==> src/rtl/multi_phase_driver.sv <==
`default_nettype none
// ============================================================================
// Module   : multi_phase_driver
// Brief    : N-phase half-bridge PWM driver with dead-time insertion, staged
//            duty/high-z loading at period boundaries and per-phase float.
//            Optional macro CENTER_ALIGN_EN selects up/down (centre-aligned)
//            counting; when undefined the counter is edge-aligned only.
// Revision : 1.0 - initial release
// ============================================================================
module multi_phase_driver #(
    parameter int NUM_PHASES    = 3,
    parameter int COUNTER_WIDTH = 10,
    parameter int MAX_COUNTER   = 1000,
    parameter int DUTY_WIDTH    = 9,
    parameter int MAX_DUTY      = 500,
    parameter int DUTY_STEP     = 2,
    parameter int DEAD_TIME     = 4
) (
    input  logic                             clk,
    input  logic                             rst,
    input  logic                             enable,
    input  logic [NUM_PHASES*DUTY_WIDTH-1:0] duty,
    input  logic [NUM_PHASES-1:0]            high_z,
    input  logic                             load,
    output logic                             load_ack,
    output logic                             period_start,
    output logic [NUM_PHASES-1:0]            pwm_high,
    output logic [NUM_PHASES-1:0]            pwm_low
);

    localparam int                       c_DEAD_W    = (DEAD_TIME > 1) ? $clog2(DEAD_TIME) : 1;
    localparam logic [c_DEAD_W-1:0]      c_DEAD_LOAD = c_DEAD_W'(DEAD_TIME - 1);
    localparam logic [COUNTER_WIDTH-1:0] c_CNT_LAST  = COUNTER_WIDTH'(MAX_COUNTER - 1);
    localparam logic [COUNTER_WIDTH-1:0] c_CNT_ONE   = COUNTER_WIDTH'(1);
    localparam logic [DUTY_WIDTH-1:0]    c_DUTY_MAX  = DUTY_WIDTH'(MAX_DUTY);

    localparam logic [1:0] c_ST_OFF  = 2'd0;
    localparam logic [1:0] c_ST_HIGH = 2'd1;
    localparam logic [1:0] c_ST_LOW  = 2'd2;
    localparam logic [1:0] c_ST_DEAD = 2'd3;

    logic [COUNTER_WIDTH-1:0] r_counter;
    logic                     r_pending;
    logic                     w_at_boundary;
    logic                     w_boundary;
    logic                     w_transfer;

`ifdef CENTER_ALIGN_EN
    localparam logic [COUNTER_WIDTH-1:0] c_CNT_BOUNDARY = c_CNT_LAST;

    logic r_count_down;

    // Up 0..MAX_COUNTER-1, then down to 1; the peak is the period boundary.
    always_ff @(posedge clk) begin
        if (rst || !enable) begin
            r_counter    <= '0;
            r_count_down <= 1'b0;
        end else if (r_count_down) begin
            r_counter <= r_counter - c_CNT_ONE;
            if (r_counter == c_CNT_ONE) begin
                r_count_down <= 1'b0;
            end
        end else if (r_counter == c_CNT_LAST) begin
            r_counter    <= r_counter - c_CNT_ONE;
            r_count_down <= 1'b1;
        end else begin
            r_counter <= r_counter + c_CNT_ONE;
        end
    end
`else
    localparam logic [COUNTER_WIDTH-1:0] c_CNT_BOUNDARY = '0;

    always_ff @(posedge clk) begin
        if (rst || !enable) begin
            r_counter <= '0;
        end else if (r_counter == c_CNT_LAST) begin
            r_counter <= '0;
        end else begin
            r_counter <= r_counter + c_CNT_ONE;
        end
    end
`endif

    // While disabled every cycle is a boundary, so staged values still land.
    // A load in the boundary cycle wins: it is staged and waits a period.
    assign w_at_boundary = (r_counter == c_CNT_BOUNDARY);
    assign w_boundary    = !enable || w_at_boundary;
    assign w_transfer    = w_boundary && r_pending && !load;

    always_ff @(posedge clk) begin
        if (rst) begin
            r_pending    <= 1'b0;
            load_ack     <= 1'b0;
            period_start <= 1'b0;
        end else begin
            load_ack     <= w_transfer;
            period_start <= enable && w_at_boundary;
            if (load) begin
                r_pending <= 1'b1;
            end else if (w_transfer) begin
                r_pending <= 1'b0;
            end
        end
    end

    generate
        for (genvar p = 0; p < NUM_PHASES; p++) begin : g_phase
            logic [DUTY_WIDTH-1:0] w_duty_in;
            logic [DUTY_WIDTH-1:0] w_duty_clamped;
            logic [DUTY_WIDTH-1:0] r_stg_duty;
            logic [DUTY_WIDTH-1:0] r_act_duty;
            logic [DUTY_WIDTH-1:0] w_eff_duty;
            logic                  r_stg_hz;
            logic                  r_act_hz;
            logic                  w_eff_hz;
            logic                  w_req;
            logic [1:0]            r_state;
            logic [c_DEAD_W-1:0]   r_dead_cnt;

            assign w_duty_in      = duty[p*DUTY_WIDTH +: DUTY_WIDTH];
            assign w_duty_clamped = (w_duty_in > c_DUTY_MAX) ? c_DUTY_MAX : w_duty_in;

            // Values taking effect this cycle, so the boundary cycle already
            // uses the freshly transferred settings.
            assign w_eff_duty = w_transfer ? r_stg_duty : r_act_duty;
            assign w_eff_hz   = w_transfer ? r_stg_hz   : r_act_hz;
            assign w_req      = (32'(r_counter) < (32'(w_eff_duty) * 32'(DUTY_STEP)));

            always_ff @(posedge clk) begin
                if (rst) begin
                    r_stg_duty <= '0;
                    r_act_duty <= '0;
                    r_stg_hz   <= 1'b1;
                    r_act_hz   <= 1'b1;
                end else begin
                    if (load) begin
                        r_stg_duty <= w_duty_clamped;
                        r_stg_hz   <= high_z[p];
                    end
                    r_act_duty <= w_eff_duty;
                    r_act_hz   <= w_eff_hz;
                end
            end

            always_ff @(posedge clk) begin
                if (rst) begin
                    r_state    <= c_ST_OFF;
                    r_dead_cnt <= '0;
                end else if (!enable || w_eff_hz) begin
                    r_state <= c_ST_OFF;
                end else begin
                    case (r_state)
                        c_ST_OFF: begin
                            r_state    <= c_ST_DEAD;
                            r_dead_cnt <= c_DEAD_LOAD;
                        end
                        c_ST_HIGH: begin
                            if (!w_req) begin
                                r_state    <= c_ST_DEAD;
                                r_dead_cnt <= c_DEAD_LOAD;
                            end
                        end
                        c_ST_LOW: begin
                            if (w_req) begin
                                r_state    <= c_ST_DEAD;
                                r_dead_cnt <= c_DEAD_LOAD;
                            end
                        end
                        default: begin
                            if (r_dead_cnt == '0) begin
                                r_state <= w_req ? c_ST_HIGH : c_ST_LOW;
                            end else begin
                                r_dead_cnt <= r_dead_cnt - 1'b1;
                            end
                        end
                    endcase
                end
            end

            assign pwm_high[p] = (r_state == c_ST_HIGH);
            assign pwm_low[p]  = (r_state == c_ST_LOW);
        end
    endgenerate

endmodule
`default_nettype wire
==> config.mk <==
export PLATFORM = sky130hd
export DESIGN_NAME = multi_phase_driver
export DESIGN_NICKNAME = d
export VERILOG_FILES = /design/src/rtl/multi_phase_driver.sv
export SDC_FILE = /design/constraint.sdc
export NUM_CORES = 1
export LEC_CHECK = 0
export ABC_AREA = 1
export CORE_UTILIZATION = 48
export DETAILED_ROUTE_END_ITERATION = 10
export GPL_ROUTABILITY_DRIVEN = 0
export PLACE_DENSITY = 0.69
export SYNTH_ARGS = -nofsm -noshare
export SYNTH_HDL_FRONTEND = slang
export SYNTH_SLANG_ARGS = --single-unit
==> constraint.sdc <==
create_clock -name clk -period 8.6 [get_ports clk]
set_input_delay 1.29 -clock clk [delete_from_list [all_inputs] [get_ports clk]]
set_output_delay 1.29 -clock clk [all_outputs]
set_load 0.1 [all_outputs]
# After elaboration in Yosys (flattened, before gate mapping)
# Cells that the tools add are included.
[totals] output_inout_bits=8 mem_bits_ro=0 mem_count=0 latch_bits=0 ram_bits=0 elab_cells=114 regBits=85 in_bits=34
[op_classes] n_mul=0 eq_ne=16 n_addsub=4 n_shift=0 div=0 bitwise=3 magnitude_cmp=6 mux=32 n_reduce_logical=31
[op_table] op="9-bit 2-to-1 mux" n=6
[op_table] op="2-bit one-hot mux with 3 select lines" n=6
[op_table] op="10-bit < comparator" n=3
[op_table] op="2-bit 2-to-1 mux" n=15
[op_table] op="9-bit greater-than comparator (second input constant)" n=3
[op_table] op="2-bit logical NOT" n=6
[op_table] op="4-bit by 3-bit inequality test with 1-bit output (second input constant)" n=3
[op_table] op="4-bit AND reduction" n=3
[op_table] op="4-bit nonzero test" n=3
[op_table] op="10-bit by 1-bit adder with 10-bit output (second input constant)" n=1
[op_table] op="10-bit == test (second input constant)" n=1
[op_table] op="10-bit logical NOT" n=1
[op_table] op="3-bit AND reduction" n=3
[op_table] op="2-bit OR reduction" n=4
[op_table] op="2-bit by 1-bit == test with 1-bit output (second input constant)" n=3
[op_table] op="2-bit == test (second input constant)" n=3
[op_table] op="2-bit by 1-bit inequality test with 1-bit output (second input constant)" n=3
[op_table] op="2-bit inequality test (second input constant)" n=3
[op_table] op="2-bit by 1-bit subtractor with 2-bit output (second input constant)" n=3
[op_table] op="1-bit logical OR" n=5
[op_table] op="1-bit 2-to-1 mux" n=5
[op_table] op="1-bit logical AND" n=3
[op_table] op="1-bit NOT" n=3
[op_table] op="1-bit logical NOT" n=2
[op_table] op="2-bit nonzero test" n=1

# Depth between registers and ports, before layout
# Gate-level depths: netlist (run 1).
[depth] depth_word=9 mapped_depth=22

# Worst setup path before layout (run 1)
# OpenSTA, ideal clock, no wires.
[synth_path] kind="in2reg" from="input port load" to="register g_phase[1].r_state[0]" slack_ns=5.022 cell_stages=17 arrival_time_ns=3.465 cell_sequence="clkbuf_1 nor2_4 nand2_4 buf_6 buf_4 mux2i_1 ha_1 nand2_1 inv_1 o21ai_0 nand2_1 nor2_1 nand3_1 nand3_2 nand2_1 nand2_1 nor2_1"
[synth_via] elab_chain_cells=7 elab_cells_between_ends=13
[synth_lines] element="from (decl)" line_no="24" source="input logic load,"
[synth_lines] element="1-bit logical NOT *" line_no="88" source="assign w_transfer = w_boundary && r_pending && !load;"
[synth_lines] element="1-bit logical AND *" line_no="88"
[synth_lines] element="9-bit 2-to-1 mux" line_no="125" source="assign w_eff_duty = w_transfer ? r_stg_duty : r_act_duty;"
[synth_lines] element="10-bit < comparator" line_no="127" source="assign w_req = (32'(r_counter) < (32'(w_eff_duty) * 32'(DUTY_STEP)));"
[synth_lines] element="2-bit 2-to-1 mux" line_no="171" source="r_state <= w_req ? c_ST_HIGH : c_ST_LOW;"
[synth_lines] element="2-bit 2-to-1 mux" line_no="170" source="if (r_dead_cnt == '0) begin"
[synth_lines] element="2-bit one-hot mux with 3 select lines" line_no="152" source="case (r_state)"
[synth_lines] element="to (signal assigned)" line_no="150" source="r_state <= c_ST_OFF;"
[synth_lines] element="to (signal assigned)" line_no="154" source="r_state <= c_ST_DEAD;"
[synth_lines] element="to (signal assigned)" line_no="171"
[synth_lines] element="to (decl)" line_no="117" source="logic [1:0] r_state;"
# Every way passes the cells marked *; elsewhere a longest branch is shown, timed or not. The select of a mux whose other input is x is not followed.
# A chain may end at the register's enable or synchronous reset.

# Final worst setup path (run 1)
[layout_path] from="input port load" to="register g_phase[2].r_dead_cnt[0]"
[layout_via] elab_chain_cells=6 elab_cells_between_ends=10
[layout_lines] element="1-bit logical NOT *" line_no="88"
[layout_lines] element="1-bit logical AND *" line_no="88"
[layout_lines] element="9-bit 2-to-1 mux or 1-bit 2-to-1 mux (tied branches)" line_no="125, 126"
[layout_lines] element="10-bit < comparator or 1-bit logical OR (tied branches)" line_no="127, 149"
[layout_lines] element="2-bit by 1-bit inequality test with 1-bit output (no line), or another cell as far along"
[layout_lines] element="4-bit AND reduction (no line) *"
[layout_lines] element="to (signal assigned)" line_no="155" source="r_dead_cnt <= c_DEAD_LOAD;"
[layout_lines] element="to (signal assigned)" line_no="160" source="r_dead_cnt <= c_DEAD_LOAD;"
[layout_lines] element="to (signal assigned)" line_no="166" source="r_dead_cnt <= c_DEAD_LOAD;"
[layout_lines] element="to (decl)" line_no="118" source="logic [c_DEAD_W-1:0] r_dead_cnt;"
# Every way passes the cells marked *; elsewhere a longest branch is shown, timed or not.

==> impl_metrics.ini, run 1 <==
[sta]
slew_viol_final = 0
finalSetupViolCount = 0
worstMarginPinSlew_ns = 0.975
relSlewSlack_pct = 34.8
max_freq_mhz = 240
worst_slack_ns = 4.44
skew_ns = 0.00779
period_share_pct = 48.4
period_minus_slack_ns = 4.16
finalHoldViolations = 0
rsz0062_at_grt = false
final.setup.tns_ns = 0

[yosys]
syn_area_sq_um = 4250
yosysWarnings = 0
synth_cell_types = 32
ys_ff_latch = 85
syn_inst = 542
syn_area_per_cell_sq_um = 7.85
syn-num-nets = 617
seq_area_frac_synth_pct = 40.0

[die]
row_count = 33
design.portCount = 42
die-area_sq_um = 9240
initial_core_util_pct = 50.8
fp.dieW_microns = 96.1
core_area_sq_um = 8380
die_h_microns = 96.1

[critical_path]
cp.arrival_ns = 4.47
cp_max_fo = 45
cpMaxStageDelayCell = clkdlybuf4s50_1
reg2reg_slack_ns = 5.29
path_common_cell = nand2_1
crit_cells = 17
startpoint_type = input pin
r2r_start = r_counter[1]
timing.rr.end = g_phase[2].r_dead_cnt[0]
crit_family = simple AND/OR/NAND/NOR gates
cpPeakStageDelay_ns = 0.45
r2r_cells = 20
worst-path-buf-inv = 3
end_kind = flop
crit_path_end = g_phase[2].r_dead_cnt[0]
path_cells = clkdlybuf4s50_1, buf_4, nor2_4, nand2_4, mux2i_1, ha_1, nand2_1, inv_1, o21ai_0, nand2_1, nor2_1, nand2_1, nand2_1, nand3_2, nand2_1, nand2_1, nor2_1
crit_required_ns = 8.91
crit_start = load
crit_type = in -> reg

[global_route]
grt_max_degree = 46
grt_remaining_overflow = 0
grt_pass1_vias = 3501
grt_use_total_pct = 21.9
antenna_found_initial = 0
grt_pass1_wl_microns = 15400

[layout]
final_core_util_pct = 58.7
areaGrowthSynthToFinish_pct = 15.7
final_nets = 655
layout_common_cells = 103 x nor2_1, 85 x dfxtp_1, 76 x nand2_1
fill_cells = 782
final_common_cell = nor2_1
n_antenna_cell = 0
drive_above_1_share_pct = 7.86

[clock_network]
cts_hold_buffers = 0
cts_tree = yes
cts_root_buffer = clkbuf_8
clock_sinks = 85
cts_max_level = 3
cts_resized = 0
clk_pin_slew_ns = 0.09
clkLatencyLatePin_ns = 0.37
post-cts-setup-buffers = 0
clock_path_buffers = 2
numCtsBuffers = 9

[placed_design]
portBuffers = 41
post-dp-hpwl_microns = 6650
post-place-ws_ns = 4.02

[drt]
drt_iter0_drc = 77
drc = 0
routed_wirelength_microns = 9170
drt_pre_antenna_iters = 4
viasPerCell = 5.15
wire_per_inst_microns = 13.3
ant_nets = 0
vias = 3554

[flow_run]
max-cap-violations = 0

[run_status]
status = complete, no violations

[power]
irDropWorstVdd_mv = 0.0874
power.density_nw_per_um2 = 162
p_leak_nw = 2.33

[worst_hold_path]
hold_path.class = reg -> reg
## kinds of logic after synthesis
| family | after synthesis | share of synthesized area (%) |
|---|---|---|
| AND/OR/NAND/NOR | 239 | 25.2 |
| flip-flops | 85 | 40.0 |
| AO/OA/AOI/OAI | 81 | 10.4 |
| buffers and inverters | 72 | 6.73 |
| adder cells (fa/ha/maj) | 41 | 12.1 |
| multiplexers | 24 | 5.65 |
## synthesized netlist by cell type, drive strengths merged
library cell	count	area, sq um
nor2	105	404
dfxtp	85	1700
nand2	83	339
inv	55	206
ha	41	513
o21ai	38	201
a21oi	35	175
nand3	27	170
mux2i	24	240
clkbuf	12	45.0
nor3	11	70.1
buf	4	31.3
nand4	4	25.0
a211oi	3	22.5
a31oi	3	18.8
nor3b	3	22.5
or2	3	18.8
nand3b	2	15.0
and3	1	6.26
clkinv	1	3.75
o21bai	1	7.51
o41ai	1	16.3
## worst min path at each step
stage                 startpoint            to  depth (start not counted)
floorplan           r_counter[0]  r_counter[0]                          1
finish              r_counter[0]  r_counter[0]                          1
global placement    r_counter[0]  r_counter[0]                          1
CTS                 r_counter[0]  r_counter[0]                          1
detailed placement  r_counter[0]  r_counter[0]                          1
global route        r_counter[0]  r_counter[0]                          1
## layout make-up
cell class | count | area (sq um) | area share [%]
clock buffers | 11 | 151 | 3.08
clock inverters | 5 | 35.0 | 0.712
inverters | 56 | 210 | 4.27
multi-input cells | 385 | 2270 | 46.0
flip-flops and latches | 85 | 1700 | 34.6
well taps | 105 | 131 | 2.67
repair buffers | 43 | 425 | 8.64
## report_power, final
part,switching [W],total (W),leakage (nW),internal (W)
Sequential,0.00000759,0.000418,0.696,0.000411
Clock,0.000149,0.000269,0.0836,0.000120
Combinational,0.0000671,0.000110,1.55,0.0000432
## metrics by stage
stage	cell area, sq um	hold slack (ns)	power (W)	instances
after floorplan	4250	0.417	0.000502	542
after global placement	4730	0.429	0.000535	674
final	4920	0.463	0.000797	690
after CTS	4920	0.472	0.000803	690
after detailed placement	4730	0.460	0.000538	674
after global routing	4920	0.483	0.000837	690
## flip-flops by register name, summed over array words and instances, names as in the netlist
signal and count:
g_phase.r_dead_cnt 6, r_counter 10, g_phase.r_state 6, g_phase.r_act_hz 3, period_start 1, r_pending 1, load_ack 1, g_phase.r_act_duty 27
g_phase.r_stg_duty 27, g_phase.r_stg_hz 3
## per-layer routing
| layer | global-route usage, % | share of wire [%] |
|---|---|---|
| met1 | 24.9 | 45 |
| met2 | 39.4 | 49 |
| met3 | 4.66 | 3.9 |
| met4 | 9.33 | 2.7 |
| met5 | 0 | 0 |
Power figures use the tool's default switching activity.
==> inputs of run 2 (changes only) <==
Clock period 8.6 ns to 4.21 ns, I/O delays scaled along.
==> run 2 against run 1 <==
  * Clock power is 140% higher
  * Sequential cell count is the same
  * Die area stayed put
  * Non-clock buffer count increased by 1
  * Count of clock-buffer cells in the layout stayed put
  * Setup slack got worse by 3.5 ns
  * Sequential power is 100% higher
  * Highest routed layer unchanged
==> impl_metrics.ini, run 2 (synthesis gave the netlist of run 1 again) <==
[power]
irDropWorstVdd_mv = 0.180
p_leak_nw = 2.35
switching_share_pct = 26.4
share_comb_of_total_power_pct = 13.3
seqPwrFrac_pct = 49.7
clkPwrFrac_pct = 37.0
p_int_w = 0.00127
p_switching_w = 0.000455
power.density_nw_per_um2 = 347

[clock_network]
cts_max_level = 3
clock_sinks = 85
clock_path_buffers = 2
clk_pin_slew_ns = 0.09
cts_resized = 0
cts_root_buffer = clkbuf_8
post-cts-setup-buffers = 0
clkLatencyLatePin_ns = 0.36
cts_hold_buffers = 0
numCtsBuffers = 9
cts_tree = yes

[layout]
n_antenna_cell = 0
final_common_cell = nor2_1
fill_cells = 774
seqCellArea_sq_um = 1700
areaGrowthSynthToFinish_pct = 16.5
multi_input_area_sq_um = 2270
layout_common_cells = 103 x nor2_1, 85 x dfxtp_1, 76 x nand2_1
final_nets = 656
drive_above_1_share_pct = 7.68
final_core_util_pct = 59.1
largest_registers = g_phase.r_act_duty: 27 flops, g_phase.r_stg_duty: 27 flops, r_counter: 10 flops

[drt]
drc = 0
drt-met1-wl_microns = 4350
routed.top_layer = met4
viasPerCell = 5.17
routed_wirelength_microns = 9400
wire_per_inst_microns = 13.6
drt_pre_antenna_iters = 4
ant_nets = 0
vias = 3571
wl_met2_microns = 4560
drt_iter0_drc = 86
wl_met3_microns = 286

[global_route]
grt_use_total_pct = 22.7
grt_remaining_overflow = 0
antenna_found_initial = 0
grt_pass1_wl_microns = 15800
grt_pass1_vias = 3578
grt_max_degree = 45

[critical_path]
crit_required_ns = 4.51
reg2reg_slack_ns = 0.96
worst-path-buf-inv = 1
cpMaxStageDelayCell = dfxtp_1
cp.arrival_ns = 3.55
cpPeakStageDelay_ns = 0.32
end_kind = flop
crit_family = simple AND/OR/NAND/NOR gates
path_common_cell = nand2_1
crit_type = reg -> reg
cp_max_fo = 30
startpoint_type = flop
path_cells = inv_1, ha_1, nand2_2, nor2_2, nand3_2, nand2_4, nand2_4, mux2i_1, ha_1, a21oi_1, nand3b_1, a21oi_1, nor2_1, nand2_1, nand2_1, nand3_2, nand2_1, nand2_1, nor2_1

[sta]
slew_viol_final = 0
relSlewSlack_pct = 35.3
skew_ns = 0.0105
holdWs_ns = 0.458
max_freq_mhz = 307
finalHoldViolations = 0
rsz0062_at_grt = false
worstMarginPinSlew_ns = 0.968
period_share_pct = 77.3
final.setup.tns_ns = 0
finalSetupViolCount = 0
period_minus_slack_ns = 3.25

[die]
core_area_sq_um = 8380
fp.dieW_microns = 96.1
die-area_sq_um = 9240
row_count = 33
initial_core_util_pct = 50.8
die_h_microns = 96.1
design.portCount = 42

[placed_design]
post-dp-hpwl_microns = 6770
portBuffers = 41

[worst_hold_path]
hold_path.class = reg -> reg

[run_status]
status = complete, no violations

[flow_run]
max-cap-violations = 0
==> run 2: changes by cell type in the layout (fill, tap and decap cells not counted), sizes merged <==
| cell | previous run | this run |
|---|---|---|
| bufinv | 0 | 2 |
| clkinvlp | 4 | 2 |
| buf | 2 | 3 |
| clkinv | 2 | 1 |
| inv | 55 | 56 |
==> run 2: stage by stage <==
step,power (W),setup slack [ns],area [sq um],std cells
final,0.00172,0.956,4960,691
after global placement,0.00109,0.771,4740,675
after detailed placement,0.00110,0.664,4740,675
after CTS,0.00173,0.939,4960,691
after floorplan,0.00103,1.29,4250,542
after global routing,0.00180,0.590,4960,691
==> run 2: area by class of cell <==
type | count | share of cell area, %
clock buffer | 11 | 2.65
timing repair buffer | 44 | 8.73
inverter | 56 | 4.24
clock inverter | 5 | 1.69
sequential | 85 | 34.3
multi-input combinational | 385 | 45.7
tap | 105 | 2.65
==> run 2: worst register-to-register path: stages, from the launching register on <==
cell	delay, ns
dfxtp_1	0.32
inv_1	0.14
ha_1	0.19
nand2_2	0.06
nor2_2	0.10
nand3_2	0.14
nand2_4	0.12
nand2_4	0.28
mux2i_1	0.32
ha_1	0.28
a21oi_1	0.15
nand3b_1	0.14
a21oi_1	0.07
nor2_1	0.24
nand2_1	0.12
nand2_1	0.13
nand3_2	0.12
nand2_1	0.09
nand2_1	0.05
nor2_1	0.13
==> run 2: metal layers <==
layer / GRT usage, % / up-vias
li1: - / 1853
met1: 25.7 / 1640
met2: 40.9 / 61
met3: 5.37 / 17
met4: 8.83 / 0
met5: 0 / -
==> run 2: worst paths after layout <==
check,start,to,cells after the start
worst min register to register,r_counter[0],r_counter[0],1
worst max register to register,r_counter[1],g_phase[2].r_dead_cnt[0],19
worst max-delay path,r_counter[1],g_phase[2].r_dead_cnt[0],19
worst min-delay path,r_counter[0],r_counter[0],1
==> run 2: power by group through the flow <==
stage          Clock, W  Sequential, W  Combinational, W
2_1_floorplan         0       0.000875          0.000151
3_3_place_gp          0       0.000873          0.000221
3_5_place_dp          0       0.000873          0.000229
4_1_cts        0.000650       0.000855          0.000230
5_1_grt        0.000679       0.000859          0.000258
6_report       0.000636       0.000855          0.000229
==> inputs of run 3 (changes only) <==
Settings changed: PLACE_DENSITY 0.69 to 0.72.
Clock period 4.21 ns to 2.9 ns, I/O delays scaled along.
==> run 3 against run 2 <==
  * Power is 50% higher
  * Count of clock-buffer cells in the layout is the same
  * Fmax increased by 16%
  * Clock power is 45% higher
  * Via count rose by 5.5%
  * Clock skew is 0.0078 ns higher
  * Sequential cell count unchanged
  * Critical path type unchanged
  * Critical endpoint is now g_phase[0].r_dead_cnt[1]
  * Core utilization is 7.9 points higher
  * Non-clock buffer count up 26
  * Sequential power increased by 46%
  * Combinational power rose by 78%
  * Sequential share of layout area shrank 4.0 points
==> impl_metrics.ini, run 3 (synthesis gave the netlist of run 1 again) <==
[run_status]
status = complete, no violations

[layout]
final_nets = 682
multi_input_area_sq_um = 2700
drive_above_1_share_pct = 22.1
areaGrowthSynthToFinish_pct = 32.1
final_cell_area_sq_um = 5620
n_antenna_cell = 0
fin_cells = 717
layout_common_cells = 99 x nor2_1, 83 x dfxtp_1, 66 x nand2_1
seqCellArea_sq_um = 1700
final_core_util_pct = 67.1
final_common_cell = nor2_1
fill_cells = 664
largest_registers = g_phase.r_act_duty: 27 flops, g_phase.r_stg_duty: 27 flops, r_counter: 10 flops

[flow_run]
max-cap-violations = 0

[clock_network]
cts_hold_buffers = 0
cts_tree = yes
numCtsBuffers = 9
clock_sinks = 85
clock_path_buffers = 2
cts_max_level = 3
clk_pin_slew_ns = 0.10
clkLatencyLatePin_ns = 0.37
cts_root_buffer = clkbuf_8

[sta]
finalHoldViolations = 0
slew_viol_final = 0
skew_ns = 0.0183
period_minus_slack_ns = 2.80
worstMarginPinSlew_ns = 0.930
period_share_pct = 96.6
relSlewSlack_pct = 37.3
holdWs_ns = 0.491
max_freq_mhz = 357
worst_slack_ns = 0.0983
finalSetupViolCount = 0

[drt]
wl_met2_microns = 5230
routed.top_layer = met4
ant_nets = 0
wire_per_inst_microns = 14.9
wl_met3_microns = 487
drt_iter0_drc = 108
viasPerCell = 5.26
routed_wirelength_microns = 10700
drt_pre_antenna_iters = 5
drt-met1-wl_microns = 4710
drc = 0
vias = 3768

[placed_design]
place_inst = 693
post-place-ws_ns = -0.234
post_dp_cell_area_sq_um = 4880
post-dp-hpwl_microns = 6980
portBuffers = 41

[die]
fp.dieW_microns = 96.1
core_area_sq_um = 8380
die-area_sq_um = 9240
row_count = 33
die_h_microns = 96.1
design.portCount = 42
initial_core_util_pct = 50.8

[critical_path]
crit_required_ns = 3.21
startpoint_type = flop
crit_type = reg -> reg
cp.arrival_ns = 3.11
end_kind = flop
cp_max_fo = 6

[worst_hold_path]
hold_path.class = reg -> reg

[power]
p_switching_w = 0.000707
switching_share_pct = 27.3
p_int_w = 0.00188
clkPwrFrac_pct = 35.8
seqPwrFrac_pct = 48.5
share_comb_of_total_power_pct = 15.7
power.density_nw_per_um2 = 460
irDropWorstVdd_mv = 0.242
p_leak_nw = 2.49

[global_route]
grt_pass1_wl_microns = 15600
grt_remaining_overflow = 0
antenna_found_initial = 0
grt_max_degree = 45
grt_pass1_vias = 3497
grt_use_total_pct = 22.2
run 3: cell types whose count changed in the layout (fill, tap and decap cells not counted), sizes merged:
cell           before  now
buf                 3   36
clkdlybuf4s50      41   33
inv                56   55
clkbuf             11   12
clkinvlp            2    1
clkinv              1    3
run 3: power by group through the flow:
stage	Combinational, W	Clock [W]	Sequential, W
6_report	0.000407	0.000925	0.00125
3_5_place_dp	0.000338	0	0.00127
5_1_grt	0.000445	0.000989	0.00126
3_3_place_gp	0.000329	0	0.00127
2_1_floorplan	0.000219	0	0.00127
4_1_cts	0.000342	0.000931	0.00124
run 3: area by class of cell:
| class | instances | area share [%] |
|---|---|---|
| Clock buffer | 11 | 2.34 |
| Timing Repair Buffer | 70 | 11.6 |
| Multi-Input combinational cell | 385 | 48.1 |
| Tap cell | 105 | 2.34 |
| Inverter | 56 | 3.74 |
| Sequential cell | 85 | 30.3 |
| Clock inverter | 5 | 1.51 |
run 3: metal layers:
layer  up-vias  track usage, %
met5         -               0
met4         0            7.59
met3        21            5.13
li1       1903               -
met2       100            37.2
met1      1744            28.0
run 3: metrics by stage:
stage	total power, W	TNS, ns
2_1_floorplan	0.00149	0
3_3_place_gp	0.00160	-0.689
3_5_place_dp	0.00161	-1.60
4_1_cts	0.00252	0
5_1_grt	0.00269	-0.261
6_report	0.00259	0
run 3: critical path, cell delays in order, from the launching register on:
cell and delay [ns]:
dfxtp_2 0.33, inv_2 0.07, ha_4 0.13, nand2_2 0.06, nor2_4 0.10, nand3_4 0.11, nand2_4 0.13, nand2_8 0.08
clkbuf_16 0.18, buf_4 0.13, mux2i_1 0.22, ha_1 0.29, nand3_2 0.09, inv_1 0.05, a21oi_2 0.18, nand2_1 0.10
nand2_2 0.11, nand3_4 0.08, nand2_1 0.07, nand2_1 0.06, nor2_1 0.16
run 3: timing repair:
item                                    4_1_cts  5_1_grt
buffers inserted                              0        7
gates cloned                                  0        1
gates resized for setup                       3       83
endpoints found under the setup margin        5       12
endpoints found under the hold margin         0        0
pin swaps                                     0       23
run 3: final timing paths:
check                              to  slack, ns  depth (start not counted)                startpoint
min          g_phase[1].r_stg_duty[0]       0.49                          2  g_phase[1].r_stg_duty[0]
max reg2reg  g_phase[0].r_dead_cnt[1]        0.1                         20              r_counter[1]
min reg2reg  g_phase[1].r_stg_duty[0]       0.49                          2  g_phase[1].r_stg_duty[0]
max          g_phase[0].r_dead_cnt[1]        0.1                         20              r_counter[1]
